--- config.mk ---
export PLATFORM = sky130hd
export DESIGN_NAME = alu_in_sched
export DESIGN_NICKNAME = d
export VERILOG_FILES = /design/src/rtl/alu_in_sched_pkg.sv /design/src/rtl/alu_in_rr_arbiter.sv /design/src/rtl/alu_in_sched.sv
export SDC_FILE = /design/constraint.sdc
export NUM_CORES = 1
export LEC_CHECK = 0
export ABC_AREA = 1
export CAP_MARGIN = 20
export CORE_MARGIN = 1
export CORE_UTILIZATION = 30
export CTS_BUF_LIST = sky130_fd_sc_hd__clkbuf_2 sky130_fd_sc_hd__clkbuf_4 sky130_fd_sc_hd__clkbuf_8
export DETAILED_ROUTE_END_ITERATION = 10
export PLACE_DENSITY_LB_ADDON = 0.3
export SLEW_MARGIN = 20
export SYNTH_ARGS = -nofsm -noshare
export SYNTH_HDL_FRONTEND = slang
export SYNTH_SLANG_ARGS = --single-unit
--- constraint.sdc ---
create_clock -name clk -period 3.6 [get_ports clk]
set_input_delay 0.36 -clock clk [delete_from_list [all_inputs] [get_ports clk]]
set_output_delay 0.36 -clock clk [all_outputs]
set_load 0.01 [all_outputs]
--- src/rtl/alu_in_sched_pkg.sv ---
// alu_in_sched_pkg: shared ALU-in opcode type and scheduler state type
package alu_in_sched_pkg;
  typedef enum logic [2:0] {no_op, add_op, and_op, xor_op, mul_op, rst_op} alu_in_op_t;
  typedef enum logic [1:0] {IDLE, ISSUE, WAIT, RESET} alu_in_sched_state_t;
endpackage

--- src/rtl/alu_in_rr_arbiter.sv ---
// alu_in_rr_arbiter: round-robin pointer with one-hot and index grant
module alu_in_rr_arbiter #(
  parameter int N = 4
) (
  input  logic                 clk,
  input  logic                 rst,
  input  logic [N-1:0]         req,
  input  logic                 en,
  input  logic                 adv,
  output logic [N-1:0]         gnt,
  output logic [$clog2(N)-1:0] id,
  output logic                 any
);
  localparam int IW = $clog2(N);
  logic [IW-1:0] ptr, j;
  always_comb begin
    id = '0;
    any = 1'b0;
    j = '0;
    for (int k = N - 1; k >= 0; k--) begin
      j = IW'((int'(ptr) + k) % N);
      if (req[j]) begin
        id = j;
        any = 1'b1;
      end
    end
  end
  assign gnt = (en && any) ? N'(1) << id : '0;
  always_ff @(posedge clk)
    if (!rst) ptr <= '0;
    else if (adv) ptr <= (id == IW'(N - 1)) ? '0 : id + 1'b1;
endmodule

--- src/rtl/alu_in_sched.sv ---
// alu_in_sched: round-robin scheduler sharing one ALU input port among requesters
module alu_in_sched
  import alu_in_sched_pkg::*;
#(
  parameter int NUM_REQ         = 4,
  parameter int ALU_IN_OP_WIDTH = 8,
  parameter int RST_CYCLES      = 2
) (
  input  logic                               clk,
  input  logic                               rst,
  input  logic [NUM_REQ-1:0]                 req_valid,
  output logic [NUM_REQ-1:0]                 req_ready,
  input  logic [3*NUM_REQ-1:0]               req_op,
  input  logic [ALU_IN_OP_WIDTH*NUM_REQ-1:0] req_a,
  input  logic [ALU_IN_OP_WIDTH*NUM_REQ-1:0] req_b,
  input  logic                               ready,
  output logic                               valid,
  output logic [2:0]                         op,
  output logic [ALU_IN_OP_WIDTH-1:0]         a,
  output logic [ALU_IN_OP_WIDTH-1:0]         b,
  output logic                               alu_rst,
  output logic [$clog2(NUM_REQ)-1:0]         grant_id,
  output logic                               grant_strobe
);
  localparam int IW = $clog2(NUM_REQ);
  localparam int CW = $clog2(RST_CYCLES + 1);
  alu_in_sched_state_t state;
  logic                wait_first, open, any, acc;
  logic [IW-1:0]       win;
  logic [CW-1:0]       cnt;
  logic [2:0]          win_op;
  assign open   = rst && ready && (state == IDLE || (state == WAIT && !wait_first));
  assign acc    = open && any;
  assign win_op = req_op[int'(win)*3 +: 3];
  alu_in_rr_arbiter #(.N(NUM_REQ)) u_arb (
    .clk (clk),
    .rst (rst),
    .req (req_valid),
    .en  (open),
    .adv (acc),
    .gnt (req_ready),
    .id  (win),
    .any (any)
  );
  always_ff @(posedge clk) begin
    if (!rst) begin
      state        <= IDLE;
      wait_first   <= 1'b0;
      cnt          <= '0;
      valid        <= 1'b0;
      op           <= no_op;
      a            <= '0;
      b            <= '0;
      alu_rst      <= 1'b0;
      grant_id     <= '0;
      grant_strobe <= 1'b0;
    end else begin
      valid        <= 1'b0;
      grant_strobe <= 1'b0;
      alu_rst      <= 1'b1;
      if (acc) begin
        grant_id     <= win;
        grant_strobe <= 1'b1;
        if (win_op == rst_op) begin
          state   <= RESET;
          alu_rst <= 1'b0;
          cnt     <= CW'(RST_CYCLES - 1);
          op      <= rst_op;
          a       <= '0;
          b       <= '0;
        end else begin
          state <= ISSUE;
          valid <= 1'b1;
          op    <= win_op;
          a     <= req_a[int'(win)*ALU_IN_OP_WIDTH +: ALU_IN_OP_WIDTH];
          b     <= req_b[int'(win)*ALU_IN_OP_WIDTH +: ALU_IN_OP_WIDTH];
        end
      end else if (state == ISSUE) begin
        state      <= WAIT;
        wait_first <= 1'b1;
      end else if (state == RESET) begin
        if (cnt == '0) begin
          state      <= WAIT;
          wait_first <= 1'b1;
        end else begin
          alu_rst <= 1'b0;
          cnt     <= cnt - 1'b1;
        end
      end else if (state == WAIT) begin
        wait_first <= 1'b0;
        if (!wait_first && ready) state <= IDLE;
      end
    end
  end
endmodule
==> metrics.txt, run 1 <==
Fmax achieved=0.315 GHz; CTS H-tree depth=2; MaxCap Viol Count=0; Max clock buf depth=2; met1 wire length=around 2900 um; Syn Nets=417; min-delay worst type=flip-flop to flip-flop; WL met2=2980 um; Top-Level Pins=~110; Post-CTS Hold Fix Bufs=0; RSZ-0062 raised after global routing=no; clk_lat worst skew=between 0.2 and 0.3 ns; Setup crit end kind=primary output; #FFs+latches synth=31; post-synthesis cell area=between 0.002 and 0.0025 sq mm; dominant cell type by area after synthesis=dfxtp_1; layout cells sized above 1=about 14%; Max-slew headroom=~46%; met3 wire len=562 um; largest net degree at the start of global routing=42; PwrDens=~470 mW/mm^2; switching power=between 600 and 700 uW; post-CTS setup buffers=0; cts repair resizes=0; wire per inst=approximately 12 um; post-layout instance area=0.00342 sq mm; Combinational Power Share=about 55%; Top Layer Used=met4; LEAKAGE=1.40 nW; first-pass GRT wire length=~11000 um; Worst EP arrival=between 2 and 3 ns; die span in x=slightly below 90 um; status=finished, final reports clean; yosys warns=0; top cells by area, synth=dfxtp_1 (28%), nand2_1 (11%), o21ai_0 (8.9%); power share of the clock group=between 15 and 20%; Antenna diodes=0; Netlist cell types=31; initial antenna violation count=0; Placement Rows=30; number of synthesized flops with an enable pin=0; Synth Instances=around 330; grt ovf=0; commonest cells after routing, fill and taps aside=clkdlybuf4s50_1 (110), nand2_1 (66), nor2_1 (50); Final Power=around 1.6 mW; Slew Viols, Final=0; Fillers=just over 700; final core utilization=49.5%; Fin Setup TNS=0 ns; top cell type's share of synthesized area=~28%; most common cell after layout, fill and taps aside=clkdlybuf4s50_1; Syn Area/Cell=~6.7 sq um; sequential element share of the synthesized area=28.4%; critical-path maximum fanout=just over 40; Final min period=about 3.2 ns; Final Setup Violations=0; detailed-route via count=2475; NumNets Final=between 500 and 600; Final GP Congestion=around 0.86; VDD IR max=roughly 0.00019 V; DR pass1 iterations=4; Int Power=around 950 uW; Post-DP Area=0.00333 sq mm; Min Hold Slack=~0.46 ns; clock-pin slew on the worst setup and hold paths=approximately 0.060 ns; full die area=between 0.007 and 0.008 sq mm; Flop pwr share=27.6%; Startpoint Class=flip-flop; CTS tree=yes; vias in the first global route=between 2000 and 2500; CTS sink count=31; Slew @ Worst Pin=about 0.81 ns; initial core utilization=roughly a third; ANT nets after route=0; Die Span Y=slightly below 90 um; CTS Root Cell=clkbuf_8; P&R area growth vs syn=56.1%; dpl hpwl=5010 um; Vias/cell=between 4 and 5; Critical Setup Path Class=flip-flop to primary output; ys flop type=dfxtp_1; DR iter-0 viols=between 90 and 100; Sw Share=between 40% and 50%; Post-synth ARST share=0%; DRC viols=0; Final period util=88.1%; core area=0.00691 sq mm; Final Hold Fails=0; Critical Path RT=between 3 and 4 ns; final wirelength=roughly 6500 um; CTS Buf Count=5; Overall Global Routing Usage=17.9%; Port Buffers=110; clk_skew=0.00339 ns
## power by group through the flow
stage | clock network [mW] | logic (mW) | registers (mW)
4_1_cts | 0.285 | 0.902 | 0.448
6_report | 0.278 | 0.894 | 0.447
5_1_grt | 0.303 | 0.996 | 0.455
2_1_floorplan | 0 | 0.587 | 0.473
3_3_place_gp | 0 | 0.885 | 0.453
3_5_place_dp | 0 | 0.899 | 0.454
## critical path, cell delays in order, from the launching register on
cell and delay [ns]:
dfxtp_1 0.57, inv_6 0.10, nand2_1 0.08, nand2_1 0.08
nand2_2 0.08, nand2_2 0.08, nand2_2 0.09, nand3_2 0.15
nand2_4 0.34, clkinv_2 0.14, ha_1 0.20, inv_1 0.07
nor2_1 0.05, clkdlybuf4s50_1 0.47
## per-stage QoR
step           setup slack, ns  std cells
2_1_floorplan             1.43        329
3_3_place_gp             0.589        522
3_5_place_dp             0.532        522
4_1_cts                  0.439        530
5_1_grt                  0.121        530
6_report                 0.429        530
## kinds of logic (layout without fill, tap and decap cells)
| family | after synthesis | after routing | synth area share (%) |
|---|---|---|---|
| AOI/OAI and AO/OA | 81 | 81 | 21.6 |
| adders and majority gates | 5 | 5 | 2.86 |
| buffers and inverters | 49 | 154 | 11.2 |
| DFF | 31 | 31 | 28.4 |
| and+or+nand+nor | 163 | 163 | 36.0 |
## layout make-up
cell class              instances  area (sq um)  area share (%)
well taps                      96           120            3.52
repair buffers                116          1150            33.5
clock inverters                 1          5.00           0.146
multi-input cells             249          1320            38.7
inverters                      30           119            3.48
clock buffers                   7          83.8            2.45
flip-flops and latches         31           621            18.2
## per-layer routing
metal  track usage, %  up-vias
met5                0        -
met4             5.81        0
met3             7.01        9
met2             30.0       82
met1             20.8     1109
li1                 -     1275
## Yosys cell counts (2+ instances only)
master	count
ha_1	5
a21oi_1	13
nand2_1	66
buf_4	4
nand3_1	10
inv_2	2
nand3b_1	2
a21oi_2	10
o22ai_1	16
nand3_4	3
nand2_2	18
nand4_1	2
buf_2	7
dfxtp_1	31
nand3_2	5
inv_1	26
clkbuf_1	5
nor2_1	50
nand2_4	3
o21ai_0	39
buf_6	2
## flip-flops by register name (all words and copies together) (netlist names)
register and count:
valid 1, grant_id 2, a 8, alu_rst 1, grant_strobe 1, cnt 2
b 8, u_arb.ptr 2, state 2, wait_first 1, op 3
## worst paths after layout
check	startpoint	end	slack, ns	cells past startpoint
worst max-delay path	u_arb.ptr[0]$_SDFFE_PN0P_	req_ready[3]	0.43	13
worst min-delay path	b[1]$_SDFFE_PN0P_	b[1]$_SDFFE_PN0P_	0.46	2
worst max register to register	u_arb.ptr[0]$_SDFFE_PN0P_	b[0]$_SDFFE_PN0P_	0.78	16
worst min register to register	b[1]$_SDFFE_PN0P_	b[1]$_SDFFE_PN0P_	0.46	2
No activity file was read; power rests on OpenSTA's default activity.
==> run 2: changes to the inputs <==
- GPL_TIMING_DRIVEN: not set -> 1
- SLEW_MARGIN: 20 -> not set
==> results of run 2 <==
Same layout as run 1: the final DEF is identical, and so are final timing and power.
==> run 3: changes to the inputs <==
- GPL_TIMING_DRIVEN: 1 -> not set
==> results of run 3 <==
Same layout as run 1: the final DEF is identical, and so are final timing and power.
